File: src/rtl/contador_display_if.sv
// contador_display_if: count/Start request and BCD/7-segment result bundle between counter side and display converter
// Ports (modports): master drives count, Start and observes busy, valid, bcd, seg, an; slave is the converter side.
interface contador_display_if #(
  parameter int BITS = 8,
  parameter int DIGITS = 3
);
  logic [BITS-1:0] count;
  logic Start;
  logic busy;
  logic valid;
  logic [4*DIGITS-1:0] bcd;
  logic [6:0] seg;
  logic [DIGITS-1:0] an;
  modport master (output count, Start, input busy, valid, bcd, seg, an);
  modport slave (input count, Start, output busy, valid, bcd, seg, an);
endinterface

File: src/rtl/contador_display.sv
// contador_display: binary count to BCD via sequential double-dabble, shown on a multiplexed 7-segment display
// Ports: NEclk (falling-edge clock), Nreset (async active-low), bus (slave: count, Start in; busy, valid, bcd, seg, an out).
// seg is active-low gfedcba, an is active-low one-hot-zero digit enable.
// Macro CONTADOR_DISPLAY_BLANK_EN: when defined, leading zero digits (never digit 0) are blanked.
module contador_display #(
  parameter int BITS = 8,
  parameter int DIGITS = 3,
  parameter int SCAN_DIV = 4
)(
  input logic NEclk,
  input logic Nreset,
  contador_display_if.slave bus
);
  localparam int W = 4*DIGITS + BITS;
  localparam int CW = $clog2(BITS + 1);
  localparam int DW = SCAN_DIV > 1 ? $clog2(SCAN_DIV) : 1;
  localparam int IW = DIGITS > 1 ? $clog2(DIGITS) : 1;
  function automatic longint unsigned pow10(input int n);
    longint unsigned r;
    r = 1;
    for (int i = 0; i < n; i++) r = r * 10;
    return r;
  endfunction
  if (pow10(DIGITS) <= (64'd1 << BITS)) begin : g_range
    $error("contador_display: DIGITS too small for BITS");
  end
  if (SCAN_DIV < 1) begin : g_div
    $error("contador_display: SCAN_DIV must be at least 1");
  end
  typedef enum logic [1:0] {IDLE, SHIFT, DONE} state_t;
  state_t state;
  logic [W-1:0] sh;
  logic [CW-1:0] cnt;
  logic busy, valid;
  logic [4*DIGITS-1:0] bcd;
  logic [DW-1:0] div;
  logic [IW-1:0] idx, nidx;
  logic [DIGITS-1:0] an;
  logic [6:0] seg;
  logic [3:0] nib;
  logic blank;
  // Add 3 to every BCD nibble that is 5 or more, ahead of the shift
  function automatic logic [W-1:0] adj(input logic [W-1:0] v);
    adj = v;
    for (int i = 0; i < DIGITS; i++)
      if (v[BITS+4*i +: 4] >= 4'd5) adj[BITS+4*i +: 4] = v[BITS+4*i +: 4] + 4'd3;
  endfunction
  function automatic logic [6:0] dec(input logic [3:0] d, input logic b);
    if (b) return 7'h7f;
    case (d)
      4'd0: return 7'h40;
      4'd1: return 7'h79;
      4'd2: return 7'h24;
      4'd3: return 7'h30;
      4'd4: return 7'h19;
      4'd5: return 7'h12;
      4'd6: return 7'h02;
      4'd7: return 7'h78;
      4'd8: return 7'h00;
      4'd9: return 7'h10;
      default: return 7'h7f;
    endcase
  endfunction
  always_ff @(negedge NEclk or negedge Nreset)
    if (!Nreset) begin
      state <= IDLE;
      sh <= '0;
      cnt <= '0;
      busy <= 1'b0;
      valid <= 1'b0;
      bcd <= '0;
    end else begin
      valid <= 1'b0;
      case (state)
        IDLE: if (bus.Start) begin
          sh <= {{(4*DIGITS){1'b0}}, bus.count};
          cnt <= '0;
          state <= SHIFT;
          busy <= 1'b1;
        end
        SHIFT: begin
          sh <= adj(sh) << 1;
          cnt <= cnt + 1'b1;
          if (cnt == CW'(BITS - 1)) state <= DONE;
        end
        DONE: begin
          bcd <= sh[W-1:BITS];
          valid <= 1'b1;
          state <= IDLE;
          busy <= 1'b0;
        end
        default: state <= IDLE;
      endcase
    end
  // an and seg are both derived from the next digit index so they always switch together
  always_comb begin
    nidx = div == DW'(SCAN_DIV - 1) ? (idx == IW'(DIGITS - 1) ? '0 : idx + 1'b1) : idx;
    nib = bcd[4*nidx +: 4];
`ifdef CONTADOR_DISPLAY_BLANK_EN
    blank = nidx != '0 && (bcd >> (4*nidx)) == '0;
`else
    blank = 1'b0;
`endif
  end
  always_ff @(negedge NEclk or negedge Nreset)
    if (!Nreset) begin
      div <= '0;
      idx <= '0;
      an <= ~DIGITS'(1);
      seg <= 7'h40;
    end else begin
      div <= div == DW'(SCAN_DIV - 1) ? '0 : div + 1'b1;
      idx <= nidx;
      an <= ~(DIGITS'(1) << nidx);
      seg <= dec(nib, blank);
    end
  assign bus.busy = busy;
  assign bus.valid = valid;
  assign bus.bcd = bcd;
  assign bus.seg = seg;
  assign bus.an = an;
endmodule

File: src/flat_wrapper.sv
// flat-port wrapper written by rule: the top's interface ports become plain ports
module contador_display_flat 
#(
  parameter int BITS = 8,
  parameter int DIGITS = 3,
  parameter int SCAN_DIV = 4
)
  (NEclk, Nreset, bus_count, bus_Start, bus_busy, bus_valid, bus_bcd, bus_seg, bus_an);
  contador_display_if #(.BITS(BITS), .DIGITS(DIGITS)) bus_i ();
  input logic NEclk;
  input logic Nreset;
  input wire logic [$bits(bus_i.count)-1:0] bus_count;
  input wire logic [$bits(bus_i.Start)-1:0] bus_Start;
  output wire logic [$bits(bus_i.busy)-1:0] bus_busy;
  output wire logic [$bits(bus_i.valid)-1:0] bus_valid;
  output wire logic [$bits(bus_i.bcd)-1:0] bus_bcd;
  output wire logic [$bits(bus_i.seg)-1:0] bus_seg;
  output wire logic [$bits(bus_i.an)-1:0] bus_an;
  assign bus_i.count = bus_count;
  assign bus_i.Start = bus_Start;
  assign bus_busy = bus_i.busy;
  assign bus_valid = bus_i.valid;
  assign bus_bcd = bus_i.bcd;
  assign bus_seg = bus_i.seg;
  assign bus_an = bus_i.an;
  contador_display #(.BITS(BITS), .DIGITS(DIGITS), .SCAN_DIV(SCAN_DIV)) u_core (.NEclk(NEclk), .Nreset(Nreset), .bus(bus_i));
endmodule
File: config.mk
export PLATFORM = sky130hd
export DESIGN_NAME = contador_display_flat
export DESIGN_NICKNAME = d
export VERILOG_FILES = /design/src/rtl/contador_display_if.sv /design/src/rtl/contador_display.sv /design/src/flat_wrapper.sv
export SDC_FILE = /design/constraint.sdc
export NUM_CORES = 1
export LEC_CHECK = 0
export ABC_AREA = 0
export ABC_CLOCK_PERIOD_IN_PS = 2270
export CELL_PAD_IN_SITES_DETAIL_PLACEMENT = 1
export CELL_PAD_IN_SITES_GLOBAL_PLACEMENT = 1
export CORE_MARGIN = 4
export CORE_UTILIZATION = 43
export DETAILED_ROUTE_END_ITERATION = 8
export GPL_ROUTABILITY_DRIVEN = 0
export PLACE_DENSITY = 0.9
export SETUP_SLACK_MARGIN = 0.15
export SLEW_MARGIN = 15
export SYNTH_ARGS = -nofsm -noshare
export SYNTH_HDL_FRONTEND = slang
export SYNTH_SLANG_ARGS = --single-unit
File: constraint.sdc
create_clock -name NEclk -period 2.27 [get_ports NEclk]
set_input_delay 0.454 -clock NEclk [delete_from_list [all_inputs] [get_ports NEclk]]
set_output_delay 0.454 -clock NEclk [all_outputs]
set_load 0.03 [all_outputs]
Yosys cells after proc, flatten, opt, wreduce, memory -nomap -nowiden
Memories as Yosys holds them, arrays and structs flattened. A register that Yosys moved wholly into a read port is not among the register bits.
Cells that the tools add are included.
Storage, ports and cells
  bits in registers: 47
  logic and storage cells: 52
  memory bits (writable): 0
  bits in read-only memories: 112
  bits in latches: 0
  memories: 1
Cells by class
  $mul: 0
  equal/unequal tests: 7
  reduce and logical (&&, ||, !) cells: 7
  shift operators: 2
  add/sub/neg operators: 6
  bitwise operators: 1
  multiplexer cells: 16
  div/mod/pow operators: 0
  magnitude comparators: 3
Memories
  (name not given): words 16, bits a word 7, rd ports 1, clocked after Yosys merged registers in 1, write ports 0, RTL line contador_display.sv:50  | case (d)
Operators by type and width (number)
  $pmux W20 S2: 1
  $mux W20: 1
  $ge A4 B3 Y1 const B: 3
  $mux W4: 3
  $shiftx A12 B5 Y4: 1
  $mux W2: 5
  $add A4 B2 Y4 const B: 2
  $pmux W4 S2: 1
  $eq A2 B2 Y1 const B: 3
  $reduce_and A2 Y1: 3
  $add A2 B1 Y2 const B: 2
  $add A4 B1 Y4 const B: 1
  $eq A4 B3 Y1 const B: 1
  $pmux W2 S2: 1
  $reduce_bool A2 Y1: 2
  $add A3 B2 Y3 const B: 1
  $mux W3: 1
  $not A3 Y3: 1
  $shl A1 B2 Y3 const A: 1
  $eq A2 B1 Y1 const B: 1
  $logic_not A2 Y1: 1
  $mux W1: 2
  $ne A2 B1 Y1 const B: 1
  $ne A2 B2 Y1 const B: 1
  other kinds (2): 2

Longest topological paths before layout
  depth after elaboration: 5
  mapped depth: 9
  mapped depth without buffers: 8

==> out/results.tsv <==
metric	value	unit
run_status	finished, violations left	
failed_checks	setup timing	
totalWireLength	6.422	mm
synthesis.area_per_instance	10.48	sq um
fp-row-count	28	
hold_path.startpoint	u_core.div[0]	
power.static_leakage	1.644	nW
cts-buffers-inserted	5	
io_buffer_count	34	
power.switching	0.001697	W
path_clk_slew	60	ps
netlist_top_cells_area	dfrtn_1 48%, nand2_1 4.8%, ha_1 4.3%	
mappedNetlistNets	272	
max-slew-margin-rel	70.93	%
netlist_top_cells_count	51 x dfrtn_1, 34 x nand2_1, 17 x a21oi_1	
drt_first_pass_iters	4	
critical-path-slowest-cell	dfstp_2	
cp.depth	1	
sequentialPowerShare	38.5	%
cp-end-kind	output pin	
worst_skew_pair.late_latency	370	ps
max_cap_viol_count	0	
detailroute.via_count	2103	
rsz_0062_raised_after_global_routing	true	
finalSetupViolCount	24	
insertedDiodeCount	0	
final_critical_path_setup_slack	-336.8	ps
library_cell_with_the_highest_instance_count_after_synthesis	dfrtn_1	
cts_root_buffer	clkbuf_8	
drtIter0Drc	77	
critPathTopFamily	flip-flops	
cellPowerDensity	1196	nW/um^2
worstPathMaxFanout	1	
design.die.area	7457	sq um
ordered_cell_list_for_the_critical_path	buf_6	
fp.coreArea	5956	sq um
clock-sinks	54	
max_stage_delay	520	ps
grt_pass1_wl	10.74	mm
antenna_found_initial	0	
critical_path_required	1820	ps
die_w	86.36	um
seq_area_frac_synth	51.33	%
drive_gt1_share	31.75	%
report.power.total	0.004120	W
path_class	flop to output pin	
post_place_worst_slack	-657.0	ps
area_growth_from_synthesis_to_final_layout	30.47	%
number_of_h_tree_branching_levels	2	
synth_seq_cells	54	
die_height	86.36	um
routed_len_inst	16.47	um
hold-path-endpoint	u_core.div[0]	
synth_edf_count	0	
hold_viol	0	
drt_drc_violations_left	0	
synthDistinctLibCells	40	
r2r_cells	8	
vias_per_cell	5.392	
grt_usage	18.15	%
critical_path.n_buffers_inverters	1	
timing_max_transition_violations_final	0	
worst-slew-pin-transition	436.0	ps
power.share.combinational	47.7	%
synth-async-reset-ratio	100.0	%
vias_in_the_first_global_route	2260	
place_hpwl	4.654	mm
vdd_drop_max	0.5707	mV
worst_ep_arrival_time	2150	ps
synth_largest_area_cell	dfrtn_1	
timing.clock.skew	66.68	ps
clkPwrFrac	13.8	%
min_path_cells	1	
hp-class	flop to flop	
worstSetupStartpointType	flop	
synthesis.instances	252	
synthesis.area	2640	sq um
synth.yosys.warnings	0	
initial_core_util	44.33	%
power_switching_share	41.18	%
cts_tree	done	
endpoint_of_the_most_critical_register_to_register_path	u_core.bus.seg[5]	
postSynth.topFlopCell	dfrtn_1	
share_of_the_synthesized_area_in_the_top_cell_type	48.34	%
ctsLongestPathBuffers	2	
maximum_number_of_pins_on_one_net_before_global_route_repair	37	
num-nets-final	334	
io_pins	35	
antenna_violating_nets_post_route	0	
total_congestion_overflow_after_global_routing	0	
cell_internal_power_dissipation	0.002423	W
reg2reg_from	u_core.div[0]	
worst_reg_to_reg_setup_slack	240	ps
-- per-stage QoR --
step / hold WS, ps / util [%] / cells / area (sq um) / setup TNS (ps)
3_3_place_gp: 343.3 / 52.71 / 372 / 3139 / -13880
6_report: 366.1 / 57.84 / 390 / 3445 / -4995
5_1_grt: 392.5 / 57.84 / 390 / 3445 / -5786
2_1_floorplan: 332.4 / - / 252 / 2675 / 0
4_1_cts: 365.3 / 56.74 / 386 / 3379 / -5194
3_5_place_dp: 364.0 / 52.71 / 372 / 3139 / -14640
-- worst max-delay path by stage --
stage                     start  slack [ps]         endpoint
3_3_place_gp          bus_Start        -600  u_core.state[0]
6_report       u_core.bus.an[2]        -340        bus_an[2]
3_5_place_dp          bus_Start        -660     u_core.sh[4]
2_1_floorplan  u_core.bus.an[1]          90        bus_an[1]
5_1_grt        u_core.bus.an[2]        -370        bus_an[2]
4_1_cts        u_core.bus.an[2]        -340        bus_an[2]
-- registers in the layout, summed over array words and instances, names as in the netlist --
signal,flops
u_core.idx,2
u_core.sh,20
u_core.cnt,4
u_core.bus.seg,7
u_core.bus.an,3
u_core.bus.bcd,12
u_core.div,2
u_core.bus.busy,1
u_core.bus.valid,1
u_core.state,2
-- power by group through the flow --
stage	clock, W	sequential, W	combinational (W)
floorplan	0.0000110	0.00173	0.00103
global placement	0.0000110	0.00156	0.00172
detailed placement	0.0000110	0.00158	0.00182
CTS	0.000577	0.00159	0.00194
global route	0.000622	0.00163	0.00218
finish	0.000570	0.00158	0.00197
-- logic make-up (layout without fill, tap and decap cells) --
group	Yosys count	in the layout	synth area share (%)
adders and majority gates	9	9	4.265
xor gates and xnor gates	4	4	1.327
AOI/OAI and AO/OA	61	62	15.02
buffers and inverters	22	84	3.791
and+or+nand+nor	79	79	14.98
muxes	23	23	9.289
DFF	54	54	51.33
-- repair_timing --
| item | in CTS | in global routing |
|---|---|---|
| hold buffers | 0 | 0 |
| resized for setup | 46 | 11 |
| setup buffers | 3 | 4 |
| hold endpoints to repair | 0 | 0 |
| endpoints found under the setup margin | 50 | 42 |
| pin swaps | 8 | 9 |
| gates cloned | 1 | 0 |
-- final cells by class --
cell class              instances  area [sq um]
multi-input cells             177          1266
fillers                       657          2511
clock inverters                 6         31.28
repair buffers                 62         584.3
flip-flops and latches         54          1355
inverters                      11         45.04
clock buffers                   5         68.82
well taps                      75         93.84
-- per-layer routing --
| layer | track usage, % | wire length [um] |
|---|---|---|
| met3 | 3.232 | 242 |
| met1 | 20.90 | 2666 |
| met4 | 4.958 | 104 |
| met2 | 34.21 | 3410 |
| met5 | 0 | 0 |
-- placed cells by master, fill, tap and decap left out, types with 2 or more instances in the layout --
cell type,instances
nor2_1,14
o21ai_1,16
dfstp_2,3
nor2_2,4
a221oi_2,2
inv_1,12
nand2b_1,6
nor3_1,3
nand3_1,2
clkbuf_8,5
o21bai_4,2
nand2_1,34
dlygate4sd2_1,6
a22o_1,9
ha_1,8
mux2_1,3
dfrtn_1,51
buf_4,27
a21oi_1,16
mux2_2,9
nor2_4,3
nor3b_2,6
a221o_1,2
o21ai_0,6
nor2b_1,2
xnor2_1,3
buf_6,25
mux2i_1,11
(Power assumes the default switching activity.)
